## src/rtl/lift_step_timer.sv

```systemverilog
// -----------------------------------------------------------------------------
// lift_step_timer
// Step prescaler for the lift motor. Counts 0..STEP_DIV-1 while the motor runs
// and is held at 0 while stopped, so every restart begins a full step period.
// Ports:
//   clock     in  system clock
//   n_reset   in  asynchronous active-low reset
//   run       in  1 = motor running (count), 0 = stopped (hold at 0)
//   tick      out one-cycle pulse when the count reaches STEP_DIV-1
//   mid_phase out count is non-zero (a step period is in progress)
// -----------------------------------------------------------------------------
module lift_step_timer #(
    parameter int STEP_DIV = 50000
) (
    input  logic clock,
    input  logic n_reset,
    input  logic run,
    output logic tick,
    output logic mid_phase
);

    localparam int            CW   = $clog2(STEP_DIV);
    localparam logic [CW-1:0] LAST = CW'(STEP_DIV - 1);

    logic [CW-1:0] cnt_q;
    logic [CW-1:0] cnt_d;

    always_comb begin
        cnt_d = '0;
        if (run && (cnt_q != LAST)) begin
            cnt_d = cnt_q + CW'(1);
        end
    end

    always_ff @(posedge clock or negedge n_reset) begin
        if (!n_reset) begin
            cnt_q <= '0;
        end else begin
            cnt_q <= cnt_d;
        end
    end

    assign tick      = run && (cnt_q == LAST);
    assign mid_phase = (cnt_q != '0);

endmodule

```

## config.mk

```make
export PLATFORM = sky130hd
export DESIGN_NAME = lift_step_timer
export DESIGN_NICKNAME = d
export VERILOG_FILES = /design/src/rtl/lift_step_timer.sv
export SDC_FILE = /design/constraint.sdc
export NUM_CORES = 1
export LEC_CHECK = 0
export BUFFER_PORTS_ARGS = -buffer_cell sky130_fd_sc_hd__buf_2
export CAP_MARGIN = 10
export CORE_UTILIZATION = 60
export DETAILED_ROUTE_END_ITERATION = 16
export PLACE_DENSITY = 0.79
export SLEW_MARGIN = 30
export SYNTH_ARGS = -nofsm -noshare
export SYNTH_HDL_FRONTEND = slang
export SYNTH_SLANG_ARGS = --single-unit
```

## constraint.sdc

```tcl
create_clock -name clock -period 3 [get_ports clock]
set_input_delay 0.3 -clock clock [delete_from_list [all_inputs] [get_ports clock]]
set_output_delay 0.3 -clock clock [all_outputs]
set_load 0.05 [all_outputs]
```

Word-level counts from Yosys, hierarchy flattened
Index checks and enable logic that the tools add are counted.

word-level totals
  register bits = 16
  input bits = 3
  output and inout port bits = 2
  logic and storage cells = 8

cells by class
  add/sub/neg operators = 1
  equality and inequality tests = 2
  multiplexer cells = 1
  reduce and logical (&&, ||, !) cells = 3

operator list
  cell                                                              count
  16-bit by 1-bit adder with 16-bit output (second input constant)  1
  16-bit == test (second input constant)                            1
  16-bit 2-to-1 mux                                                 1
  16-bit inequality test (second input constant)                    1
  16-bit nonzero test                                               1
  1-bit logical AND                                                 2

Logic depth before layout (Yosys ltp)
  word-level depth = 3
  mapped depth = 5
  gate-level depth less buffers = 5

Worst setup path before layout
Ideal clock, no wire load.

  path type = register to output
  start = register cnt_q[4]
  end = output tick
  arrival = 2.402 ns
  data required time = 2.700 ns
  setup slack = 0.298 ns
  stages on the path, launching flop included = 4
  path buffers = 0
  cells stage by stage = dfrtp_1 > nor4_4 > nand2_1 > nor4_1

on the way
  word-level cells in the longest chain between the ends = 2

ends and longest elaborated chain
  item                      RTL line  source
  start: declaration        25        logic [CW-1:0] cnt_q;
  start signal: assignment  39        cnt_q <= cnt_d;
  16-bit == test            43        assign tick = run && (cnt_q == LAST);
  1-bit logical AND         43
  end: declaration          18        output logic tick,

No other way between the ends.

Final worst setup path
Ends and elaborated chain as after synthesis.

==> impl_metrics.env <==
export IMPL_timing_rr_end="cnt_q[13]$_DFF_PN0_"
export IMPL_hold_slack_ns=0.2794
export IMPL_r2r_slack_ns=1.23
export IMPL_cts_root_buf="clkbuf_4"
export IMPL_combPwrFrac_pct=8.6
export IMPL_intPower_mw=0.2752
export IMPL_power_frac_clock_pct=29.9
export IMPL_synth_nets=94
export IMPL_critPathMaxStageDelay_ns=0.45
export IMPL_rr_worst_depth=4
export IMPL_mostFrequentLayoutCell="nor2_1"
export IMPL_crit_chain="nor4_4 > nand2_1 > nor4_1 > buf_2"
export IMPL_path_clk_slew_ns=0.09
export IMPL_die_h_um=39.77
export IMPL_fill_cells=93
export IMPL_fin_setup_tns_ns=0
export IMPL_vias=643
export IMPL_period_share_pct=68.83
export IMPL_syn_to_final_growth_pct=6.579
export IMPL_switching_power_mw=0.08704
export IMPL_portBuffers=4
export IMPL_first_pass_iters=4
export IMPL_max_freq_mhz=484.3
export IMPL_die_x_um=39.77
export IMPL_initial_utilization_pct=64.96
export IMPL_cts_buffer_depth=2
export IMPL_hold_viol=0
export IMPL_powerDensity_nw_per_um2=397.1
export IMPL_ys_seq_area_share_pct=46.78
export IMPL_rsz0062_at_grt="no"
export IMPL_power_total_mw=0.3622
export IMPL_tightest_slew_ns=0.6282
export IMPL_maxSlewViolCount=0
export IMPL_final_instance_count_excl_fill=110
export IMPL_hold_depth=3
export IMPL_critPathArrivalTime_ns=1.76
export IMPL_finalWirelength_um=1496
export IMPL_crit_buf_inv=1
export IMPL_ant_nets=0
export IMPL_grt_usage_pct=21.65
export IMPL_post_cts_resized=0
export IMPL_syn_area_per_cell_um2=9.616
export IMPL_layout_cells_most_common_list="nor2_1, dfrtp_1, xnor2_1"
export IMPL_num_antenna_cells=0
export IMPL_synth_distinct_cells=17
export IMPL_drcViolationCount=0
export IMPL_timing_critical_path_fanout_max=5
export IMPL_pwr_share_seq_pct=61.5
export IMPL_detail_route_wl_per_cell_um=13.60
export IMPL_worst_setup_path_start_kind="flip-flop"
export IMPL_largest_reg_flops=16
export IMPL_ys_warn_count=0
export IMPL_grt_pass1_vias=519
export IMPL_core_region_area_um2=1318
export IMPL_endpoint_kind="output port"
export IMPL_multi_input_area_um2=414.1
export IMPL_dp_hpwl_um=1001
export IMPL_cts_tree="built"
export IMPL_reg_top3="cnt_q: 16 flops"
export IMPL_antenna_found_initial=0
export IMPL_critPathKind="reg2out"
export IMPL_path_delay_family="simple AND/OR/NAND/NOR gates"
export IMPL_finalSetupViolCount=0
export IMPL_netlist_area_um2=855.8
export IMPL_dpl_instance_area_um2=879.6
export IMPL_worstHoldEndpoint="cnt_q[2]$_DFF_PN0_"
export IMPL_via_per_inst=5.845
export IMPL_required_ns=2.70
export IMPL_dp_cells=106
export IMPL_syn_inst=89
export IMPL_relSlewSlack_pct=58.12
export IMPL_fin_util_pct=69.23
export IMPL_irDropWorstVdd_v=0.0002910
export IMPL_skew_ns=0.003311
export IMPL_hold_start="run"
export IMPL_cts_sinks=16
export IMPL_pin_count=5
export IMPL_rows=13
export IMPL_htree_levels=1
export IMPL_rr_startpoint="cnt_q[4]$_DFF_PN0_"
export IMPL_layout_nets=102
export IMPL_synth_ff_latch_count=16
export IMPL_layout_setup_ws_ns=0.9351
export IMPL_seqCellArea_um2=400.4
export IMPL_status="finished clean"
export IMPL_final_layout_size_suffix_gt1_share_pct=10.53
export IMPL_pre_cts_ws_ns=1.223
export IMPL_cp_slowest_cell="dfrtp_1"
export IMPL_regMostFlops="cnt_q"
export IMPL_swShare_pct=24.03
export IMPL_grt_pass1_wl_um=2180
export IMPL_drtIter0Drc=25
export IMPL_grt_overflow=0
export IMPL_design_area_um2=912.1
export IMPL_grt_max_degree=17
export IMPL_gp_congestion=0.7954
export IMPL_insertion_delay_ns=0.28
export IMPL_hp_class="in2reg"
export IMPL_leakagePower_nw=0.3771
export IMPL_cts_buffers=3
export IMPL_cap_viol_max_count=0
export IMPL_die_area_um2=1581
export IMPL_period_needed_ns=2.065
## cell usage after synthesis
cell type  instances  share of area [%]
nor2_1            20                8.8
nor3_1             5                2.9
nand4_2            1                1.5
nor4_4             1                2.5
ha_1               2                2.9
o31ai_4            1                2.5
xnor2_1           13                 13
inv_1              7                3.1
dfrtp_1           16                 47
clkbuf_1           1               0.44
nor4_1             5                3.7
xor2_1             1                1.0
nand4_1            5                3.7
buf_6              1                1.3
nand3_1            5                2.9
nor4b_1            1                1.0
nand2_1            4                1.8
## routing by layer
metal  vias to the layer above  routed length, µm  global-route usage, %  share of wire (%)
met5                         -                  0                      0                  0
met4                         0                 23                  12.93                1.5
met3                         4                 64                  3.409                4.3
met2                        23                672                  32.79                 45
met1                       301                735                  28.57                 49
li1                        315                  -                      -                  -
## power by group through the flow
stage | Sequential [mW] | Combinational [mW] | Clock [mW]
CTS | 0.223 | 0.0319 | 0.112
floorplan | 0.226 | 0.0219 | 0
global route | 0.223 | 0.0353 | 0.118
detailed placement | 0.227 | 0.0307 | 0
finish | 0.223 | 0.0310 | 0.108
global placement | 0.227 | 0.0303 | 0
## worst max path at each step
stage                             startpoint                   to  depth (start not counted)
after global placement    cnt_q[4]$_DFF_PN0_   cnt_q[8]$_DFF_PN0_                          4
after detailed placement  cnt_q[4]$_DFF_PN0_  cnt_q[13]$_DFF_PN0_                          4
after global routing      cnt_q[4]$_DFF_PN0_                 tick                          4
after floorplan           cnt_q[4]$_DFF_PN0_                 tick                          3
after CTS                 cnt_q[4]$_DFF_PN0_                 tick                          4
final                     cnt_q[4]$_DFF_PN0_                 tick                          4
## worst min-delay path, cell delays in order
cell and delay, ns:
buf_2 0.12, inv_1 0.07, nor2_1 0.04
## kinds of logic (layout without fill, tap and decap cells)
| logic type | after synthesis | count (layout) | share of synthesized area (%) |
|---|---|---|---|
| buf+inv | 9 | 15 | 4.825 |
| simple gates | 47 | 47 | 28.65 |
| flops | 16 | 16 | 46.78 |
| xor+xnor | 14 | 14 | 14.33 |
| fa+ha+maj | 2 | 2 | 2.924 |
| compound gates | 1 | 1 | 2.485 |
## repair_timing
action,in CTS,in global routing
hold buffers,1,0
endpoints found under the hold margin,16,0
setup buffers,0,0
## cell type report
class | instances | share of cell area (%)
clock buffers | 3 | 2.469
inverters | 7 | 2.881
well taps | 15 | 2.058
flip-flops and latches | 16 | 43.90
repair buffers | 5 | 3.292
multi-input cells | 64 | 45.40
Power figures use the tool's default switching activity.
